==> src/rtl/plot_request_sink_if.sv <==
// plot_request_sink_if: request bus carrying N lanes of (x, y, colour) pixel-plot requests.
// Lane i uses bits [8i+7:8i] of req_x, [7i+6:7i] of req_y and [3i+2:3i] of req_colour.
// Handshake: lane i transfers one pixel on a posedge where req_valid[i] && req_ready[i].
// A lane holds valid and data stable until ready; it may drop valid without a transfer.
// req_ready is one-hot or all zero.
interface plot_request_sink_if #(
  parameter int N_LANES = 4
);
  logic [N_LANES-1:0]   req_valid;
  logic [8*N_LANES-1:0] req_x;
  logic [7*N_LANES-1:0] req_y;
  logic [3*N_LANES-1:0] req_colour;
  logic [N_LANES-1:0]   req_ready;

  modport master (
    output req_valid, req_x, req_y, req_colour,
    input  req_ready
  );

  modport slave (
    input  req_valid, req_x, req_y, req_colour,
    output req_ready
  );
endinterface

==> src/rtl/plot_request_sink.sv <==
// plot_request_sink: round-robin arbiter over N plot lanes feeding a FIFO that drains one
// pixel per cycle onto the vga_adapter x/y/colour/plot port.
// Optional feature macro: PLOT_CLIP_EN -- off-screen requests (x >= X_MAX or y >= Y_MAX)
// are still handshaken but discarded and counted in drop_count (saturating). Without the
// macro every request is stored and drop_count stays 0.
module plot_request_sink #(
  parameter int N_LANES = 4,
  parameter int DEPTH   = 16,
  parameter int X_MAX   = 160,
  parameter int Y_MAX   = 120
) (
  input  logic                   clk,
  input  logic                   resetn,
  plot_request_sink_if.slave     req,
  output logic [7:0]             x,
  output logic [6:0]             y,
  output logic [2:0]             colour,
  output logic                   plot,
  output logic [$clog2(DEPTH):0] fifo_count,
  output logic [15:0]            drop_count
);
  localparam int AW = $clog2(DEPTH);
  localparam int LW = (N_LANES > 1) ? $clog2(N_LANES) : 1;
  localparam logic [AW:0] FULL_CNT = DEPTH[AW:0];
  localparam logic [8:0]  X_LIM    = X_MAX[8:0];
  localparam logic [7:0]  Y_LIM    = Y_MAX[7:0];
`ifdef PLOT_CLIP_EN
  localparam bit CLIP_EN = 1'b1;
`else
  localparam bit CLIP_EN = 1'b0;
`endif

  logic [17:0]        mem [DEPTH];
  logic [AW-1:0]      wr_ptr;
  logic [AW-1:0]      rd_ptr;
  logic [LW-1:0]      rr_ptr;
  logic [N_LANES-1:0] grant;
  logic               grant_any;
  logic [LW-1:0]      gidx;
  logic [LW-1:0]      scan;
  logic [7:0]         sel_x;
  logic [6:0]         sel_y;
  logic [2:0]         sel_colour;
  logic               full;
  logic               oob;
  logic               clip;
  logic               push;
  logic               pop;
  logic               drain_en;

  // Drain enable: tied high; the pop path is gated by it so the drain can be paused.
  assign drain_en = 1'b1;

  // Full is judged on the registered count only; a same-cycle pop does not free a slot.
  assign full = (fifo_count == FULL_CNT);

  // Round-robin scan starting at rr_ptr; the first valid lane wins and its data is selected.
  always_comb begin
    grant      = '0;
    grant_any  = 1'b0;
    gidx       = '0;
    scan       = '0;
    sel_x      = '0;
    sel_y      = '0;
    sel_colour = '0;
    for (int i = 0; i < N_LANES; i++) begin
      scan = LW'((int'(rr_ptr) + i) % N_LANES);
      if (!grant_any && !full && resetn && req.req_valid[scan]) begin
        grant_any   = 1'b1;
        grant[scan] = 1'b1;
        gidx        = scan;
      end
    end
    for (int i = 0; i < N_LANES; i++) begin
      if (grant[i]) begin
        sel_x      = req.req_x[8*i +: 8];
        sel_y      = req.req_y[7*i +: 7];
        sel_colour = req.req_colour[3*i +: 3];
      end
    end
  end

  assign req.req_ready = grant;

  assign oob  = ({1'b0, sel_x} >= X_LIM) || ({1'b0, sel_y} >= Y_LIM);
  assign clip = CLIP_EN && grant_any && oob;
  assign push = grant_any && !clip;
  assign pop  = (fifo_count != '0) && drain_en;

  // Round-robin pointer moves past the granted lane on every transfer (clipped ones too).
  always_ff @(posedge clk or negedge resetn) begin
    if (!resetn) begin
      rr_ptr <= '0;
    end else if (grant_any) begin
      rr_ptr <= (gidx == LW'(N_LANES - 1)) ? '0 : gidx + 1'b1;
    end
  end

  // FIFO pointers and occupancy; pointers wrap naturally since DEPTH is a power of 2.
  always_ff @(posedge clk or negedge resetn) begin
    if (!resetn) begin
      wr_ptr     <= '0;
      rd_ptr     <= '0;
      fifo_count <= '0;
    end else begin
      if (push) wr_ptr <= wr_ptr + 1'b1;
      if (pop)  rd_ptr <= rd_ptr + 1'b1;
      case ({push, pop})
        2'b10:   fifo_count <= fifo_count + 1'b1;
        2'b01:   fifo_count <= fifo_count - 1'b1;
        default: fifo_count <= fifo_count;
      endcase
    end
  end

  // Storage array; contents are don't-care while the count says empty.
  always_ff @(posedge clk) begin
    if (push) mem[wr_ptr] <= {sel_x, sel_y, sel_colour};
  end

  // Drain stage: one pixel per cycle while entries exist; x/y/colour hold when idle.
  always_ff @(posedge clk or negedge resetn) begin
    if (!resetn) begin
      x      <= '0;
      y      <= '0;
      colour <= '0;
      plot   <= 1'b0;
    end else if (pop) begin
      {x, y, colour} <= mem[rd_ptr];
      plot           <= 1'b1;
    end else begin
      plot <= 1'b0;
    end
  end

  // Clipped-request counter, saturating; constant 0 when clipping is compiled out.
  always_ff @(posedge clk or negedge resetn) begin
    if (!resetn) begin
      drop_count <= '0;
    end else if (clip && drop_count != 16'hFFFF) begin
      drop_count <= drop_count + 16'd1;
    end
  end
endmodule
==> src/flat_wrapper.sv <==
// flat-port wrapper written by rule: the top's interface ports become plain ports
module plot_request_sink_flat 
#(
  parameter int N_LANES = 4,
  parameter int DEPTH   = 16,
  parameter int X_MAX   = 160,
  parameter int Y_MAX   = 120
)
  (clk, resetn, x, y, colour, plot, fifo_count, drop_count, req_req_valid, req_req_x, req_req_y, req_req_colour, req_req_ready);
  plot_request_sink_if #(.N_LANES(N_LANES)) req_i ();
  input  logic clk;
  input  logic resetn;
  output logic [7:0] x;
  output logic [6:0] y;
  output logic [2:0] colour;
  output logic plot;
  output logic [$clog2(DEPTH):0] fifo_count;
  output logic [15:0] drop_count;
  input wire logic [$bits(req_i.req_valid)-1:0] req_req_valid;
  input wire logic [$bits(req_i.req_x)-1:0] req_req_x;
  input wire logic [$bits(req_i.req_y)-1:0] req_req_y;
  input wire logic [$bits(req_i.req_colour)-1:0] req_req_colour;
  output wire logic [$bits(req_i.req_ready)-1:0] req_req_ready;
  assign req_i.req_valid = req_req_valid;
  assign req_i.req_x = req_req_x;
  assign req_i.req_y = req_req_y;
  assign req_i.req_colour = req_req_colour;
  assign req_req_ready = req_i.req_ready;
  plot_request_sink #(.N_LANES(N_LANES), .DEPTH(DEPTH), .X_MAX(X_MAX), .Y_MAX(Y_MAX)) u_core (.clk(clk), .resetn(resetn), .req(req_i), .x(x), .y(y), .colour(colour), .plot(plot), .fifo_count(fifo_count), .drop_count(drop_count));
endmodule
==> config.mk <==
export PLATFORM = sky130hd
export DESIGN_NAME = plot_request_sink_flat
export DESIGN_NICKNAME = d
export VERILOG_FILES = /design/src/rtl/plot_request_sink_if.sv /design/src/rtl/plot_request_sink.sv /design/src/flat_wrapper.sv
export SDC_FILE = /design/constraint.sdc
export NUM_CORES = 1
export LEC_CHECK = 0
export ABC_AREA = 1
export CORE_ASPECT_RATIO = 0.5
export CORE_MARGIN = 2
export CORE_UTILIZATION = 58
export DETAILED_ROUTE_END_ITERATION = 10
export GPL_TIMING_DRIVEN = 0
export PLACE_DENSITY = 0.8
export RECOVER_POWER = 50
export REMOVE_ABC_BUFFERS = 1
export SLEW_MARGIN = 15
export SYNTH_ARGS = -nofsm -noshare
export SYNTH_HDL_FRONTEND = slang
export SYNTH_SLANG_ARGS = --single-unit
==> constraint.sdc <==
create_clock -name clk -period 4.3 [get_ports clk]
set_input_delay 0.43 -clock clk [delete_from_list [all_inputs] [get_ports clk]]
set_output_delay 0.43 -clock clk [all_outputs]
set_load 0.02 [all_outputs]
==> metrics, run 1 <==
outcome finished with violations; violated checks capacitance limit, slew limit; # H-tree levels 1; Post-DP Area approximately 15000 um^2; LEAKAGE 0.00578 uW; Fin. Hold Viols 0; area share of fa/ha/maj cells after synthesis 0.0125; crit path DAT roughly 3.7 ns; core area 23900 um^2; WL met2 between 15000 and 20000 um; final worst path period share 0.949; final hold slack between 0.4 and 0.5 ns; initial antenna violation count 0; share of the yosys chip area belonging to registers 0.675; # fillers approximately 1600; Slew Viols, Final 19; Reg area 9510 um^2; Clock Skew between 0.01 and 0.015 ns; post-synthesis cell type count 36; master of the slowest instance on the critical path clkdlybuf4s50_1; met3 wire length between 3000 and 4000 um; Post-Syn Area 14100 um^2; Worst Hold Class input port to asynchronous set/reset pin; Max Cap Violations 1; XOR/XNOR Fraction of Synth Area 0.00623; setup TNS 0 ns; f_max roughly 250 MHz; largest family of logic cells by synthesized area compound AO/OA/AOI/OAI gates; port bufs between 100 and 150; largest net degree at the start of global routing approximately 130; die height roughly 110 um; CTS clk-pin slew, worst paths about 0.070 ns; Critical Path End Type output port; R2R Path End u_core.mem[3][3]$_DFFE_PP_; crit-path leading delay family simple AND/OR/NAND/NOR gates; compound-gate portion of the synthesized area 0.144; DRT Wirelength ~36000 um; root buffer cell clkbuf_16; first-pass GRT wire length about 53000 um; Power per Cell Area around 910 nW/um^2; Final min period ~4.1 ns; Avg Cell Area, Syn between 10 and 15 um^2; Worst-Skew Late Latency around 0.54 ns; maximum vdd ir drop roughly 0.62 mV; worst path bufs/invs 3; number of buffers created by CTS 26; fin util 0.676; # DRC 0; DIE WIDTH approximately 220 um; final instance area 16200 um^2; Clock Path Buffers 3; Initial Utilization 0.588; GR Overflow Total 0; Final nets ~1400; slowest cell delay on critical path 0.69 ns; post-synthesis mux area share 0; RSZ-0062 raised after global routing false; nature of the critical path startpoint register; Area Growth Syn to Fin 15.0%; ANT nets after route 0; DRT iter0 DRCs 1300; final worst slack 0.220 ns; clock sink count about 320; post-synthesis register bit count approximately 320; Yosys warning count 0; area of the multi-input gates approximately 4000 um^2; TritonCTS clock tree yes; final setup violating endpoints 0; RR Startpoint u_core.rr_ptr[1]$_DFFE_PN0P_; total track usage 0.278; Synth Area in Simple Gates 0.111; ANT cells 0; post-synthesis cell count between 1000 and 1500; required time of the critical path 3.87 ns; wl on met1 about 14000 um; Ports about 120; Setup CP Type register to output port; DR WL/cell around 22 um; die area 25600 um^2; share of layout cells above drive strength 1 0.0866; Cell Rows 40; cells on worst reg2reg path 14; Setup WS pre-CTS between 0.15 and 0.2 ns; top layer in use met4; Slew headroom -0.0312; Initial DRT Pass Iterations 5; post-DP HPWL between 15000 and 20000 um; number of global-route vias before repair approximately 10000; Vias/cell approximately 6.3; via count ~10000; Worst R2R Setup Slack 0.38 ns; final RePlAce weighted congestion 0.828; worst-margin pin slew roughly 1.5 ns; crit-path max FO 20; CP Cell Sequence inv_1, ha_1, inv_1, nand3_1, nand2_4, nor2_4, nand2_8, nand2_2, nor2_1, nand2_1, nand2_4, clkdlybuf4s50_1
==> area by class of cell <==
class                      instances  share of cell area
timing repair buffer             112              0.0731
clock inverter                    20              0.0118
clock buffer                      28              0.0420
sequential                       322               0.588
inverter                          68              0.0162
multi-input combinational        732               0.245
tap                              315              0.0244
==> cell usage in the layout, fill, tap and decap left out, types with 4 or more instances in the layout <==
master           netlist  layout
nand2_4                3       5
dlygate4sd3_1          0      25
nand3_1               30      30
dfrtp_1               34      32
clkbuf_16              0      27
nor2_1               198     199
clkdlybuf4s50_1        0      80
clkinv_1               3      11
o21ai_0              153     153
o211ai_1              19      19
clkinv_2               0       6
o22ai_1               20      20
nand2_2               13      11
conb_1                 1      16
nand4_1                5       5
inv_1                 62      62
o221ai_1              54      54
a31oi_1               18      18
bufinv_16              0       4
nand2_1              110     110
a21oi_2               27      36
xor2_1                 8       8
ha_1                  14      14
a21oi_1               32      23
edfxtp_1             288     288
==> synthesized netlist by cell type, drive strengths merged <==
cell type    n  share of area
xor2         8         0.0050
o211ai      19          0.010
xnor2        2         0.0012
edfxtp     288           0.61
ha          14          0.012
o22ai       20         0.0089
dfrtp       34          0.060
o221ai      54          0.034
o21ai      154          0.056
clkinv       3        0.00080
nor2       202          0.056
nand4        6         0.0031
buf         30          0.017
or2          1        0.00045
conb         1        0.00027
nand3       32          0.012
nand2      127          0.039
inv         65          0.017
clkbuf      57          0.015
a31oi       18         0.0080
a21oi       59          0.028
==> power by group <==
group	leakage, uW	switching [uW]	internal (uW)
clock network	0.000426	1080	1380
logic	0.00233	4470	1730
registers	0.00303	496	5560
total	0.00578	6040	8670
==> worst reg2reg max path, stage by stage, from the launching register on <==
cell and delay (ns):
dfrtp_1 0.51, inv_1 0.19, ha_1 0.36, inv_1 0.10, nand3_1 0.15, nand2_4 0.11
nor2_4 0.17, nand2_8 0.09, nor2_1 0.10, nor2_1 0.06, nand2_2 0.52, inv_2 0.39
nand2_1 0.28, nand2_1 0.10, a21oi_2 0.52
==> sequential cells by signal (all words and copies together) (netlist names), named ones only <==
name,cells
u_core.fifo_count,5
u_core.y,7
u_core.rr_ptr,1
u_core.plot,1
u_core.colour,3
u_core.mem,288
u_core.x,8
u_core.wr_ptr,4
u_core.rd_ptr,4
==> worst max-delay path by stage <==
stage / startpoint / end / slack [ns] / cells after the start
finish: u_core.rr_ptr[1]$_DFFE_PN0P_ / req_req_ready[3] / 0.22 / 12
global route: u_core.rr_ptr[1]$_DFFE_PN0P_ / req_req_ready[1] / 0.06 / 11
CTS: u_core.rr_ptr[1]$_DFFE_PN0P_ / req_req_ready[2] / 0.05 / 11
detailed placement: u_core.rr_ptr[1]$_DFFE_PN0P_ / u_core.mem[7][17]$_DFFE_PP_ / 0.16 / 14
global placement: u_core.rd_ptr[0]$_DFFE_PN0N_ / u_core.x[1]$_DFFE_PN0N_ / -5.36 / 5
floorplan: u_core.rd_ptr[0]$_DFFE_PN0N_ / u_core.y[0]$_DFFE_PN0N_ / -1.81 / 5
==> per-layer routing <==
metal | vias up | track usage
li1 | 4415 | -
met1 | 4876 | 0.359
met2 | 602 | 0.486
met3 | 103 | 0.0431
met4 | 0 | 0.0998
met5 | - | 0
==> through the flow <==
| step | power [uW] | cells |
|---|---|---|
| global placement | 11700 | 1542 |
| detailed placement | 12100 | 1548 |
| finish | 14700 | 1597 |
| CTS | 14600 | 1597 |
| global route | 15400 | 1597 |
| floorplan | 9820 | 1122 |
==> kinds of logic after synthesis <==
| family | count (synthesis) |
|---|---|
| AND/OR/NAND/NOR | 368 |
| buffers and inverters | 155 |
| flip-flops | 322 |
| XOR/XNOR | 10 |
| other | 1 |
| adder cells (fa/ha/maj) | 14 |
| AO/OA/AOI/OAI | 324 |
==> what timing repair did <==
| item | 4_1_cts | 5_1_grt |
|---|---|---|
| setup buffers | 0 | 0 |
| gates resized for setup | 0 | 10 |
| hold buffers | 1 | 0 |
| endpoints found under the setup margin | 0 | 130 |
| hold endpoints to repair | 16 | 0 |
Power figures use the tool's default switching activity.
==> inputs of run 2 (changes only) <==
CTS_CLUSTER_SIZE = 24   (was unset)
==> results of run 2 <==
No change in the layout: final DEF, timing and power equal those of run 1.
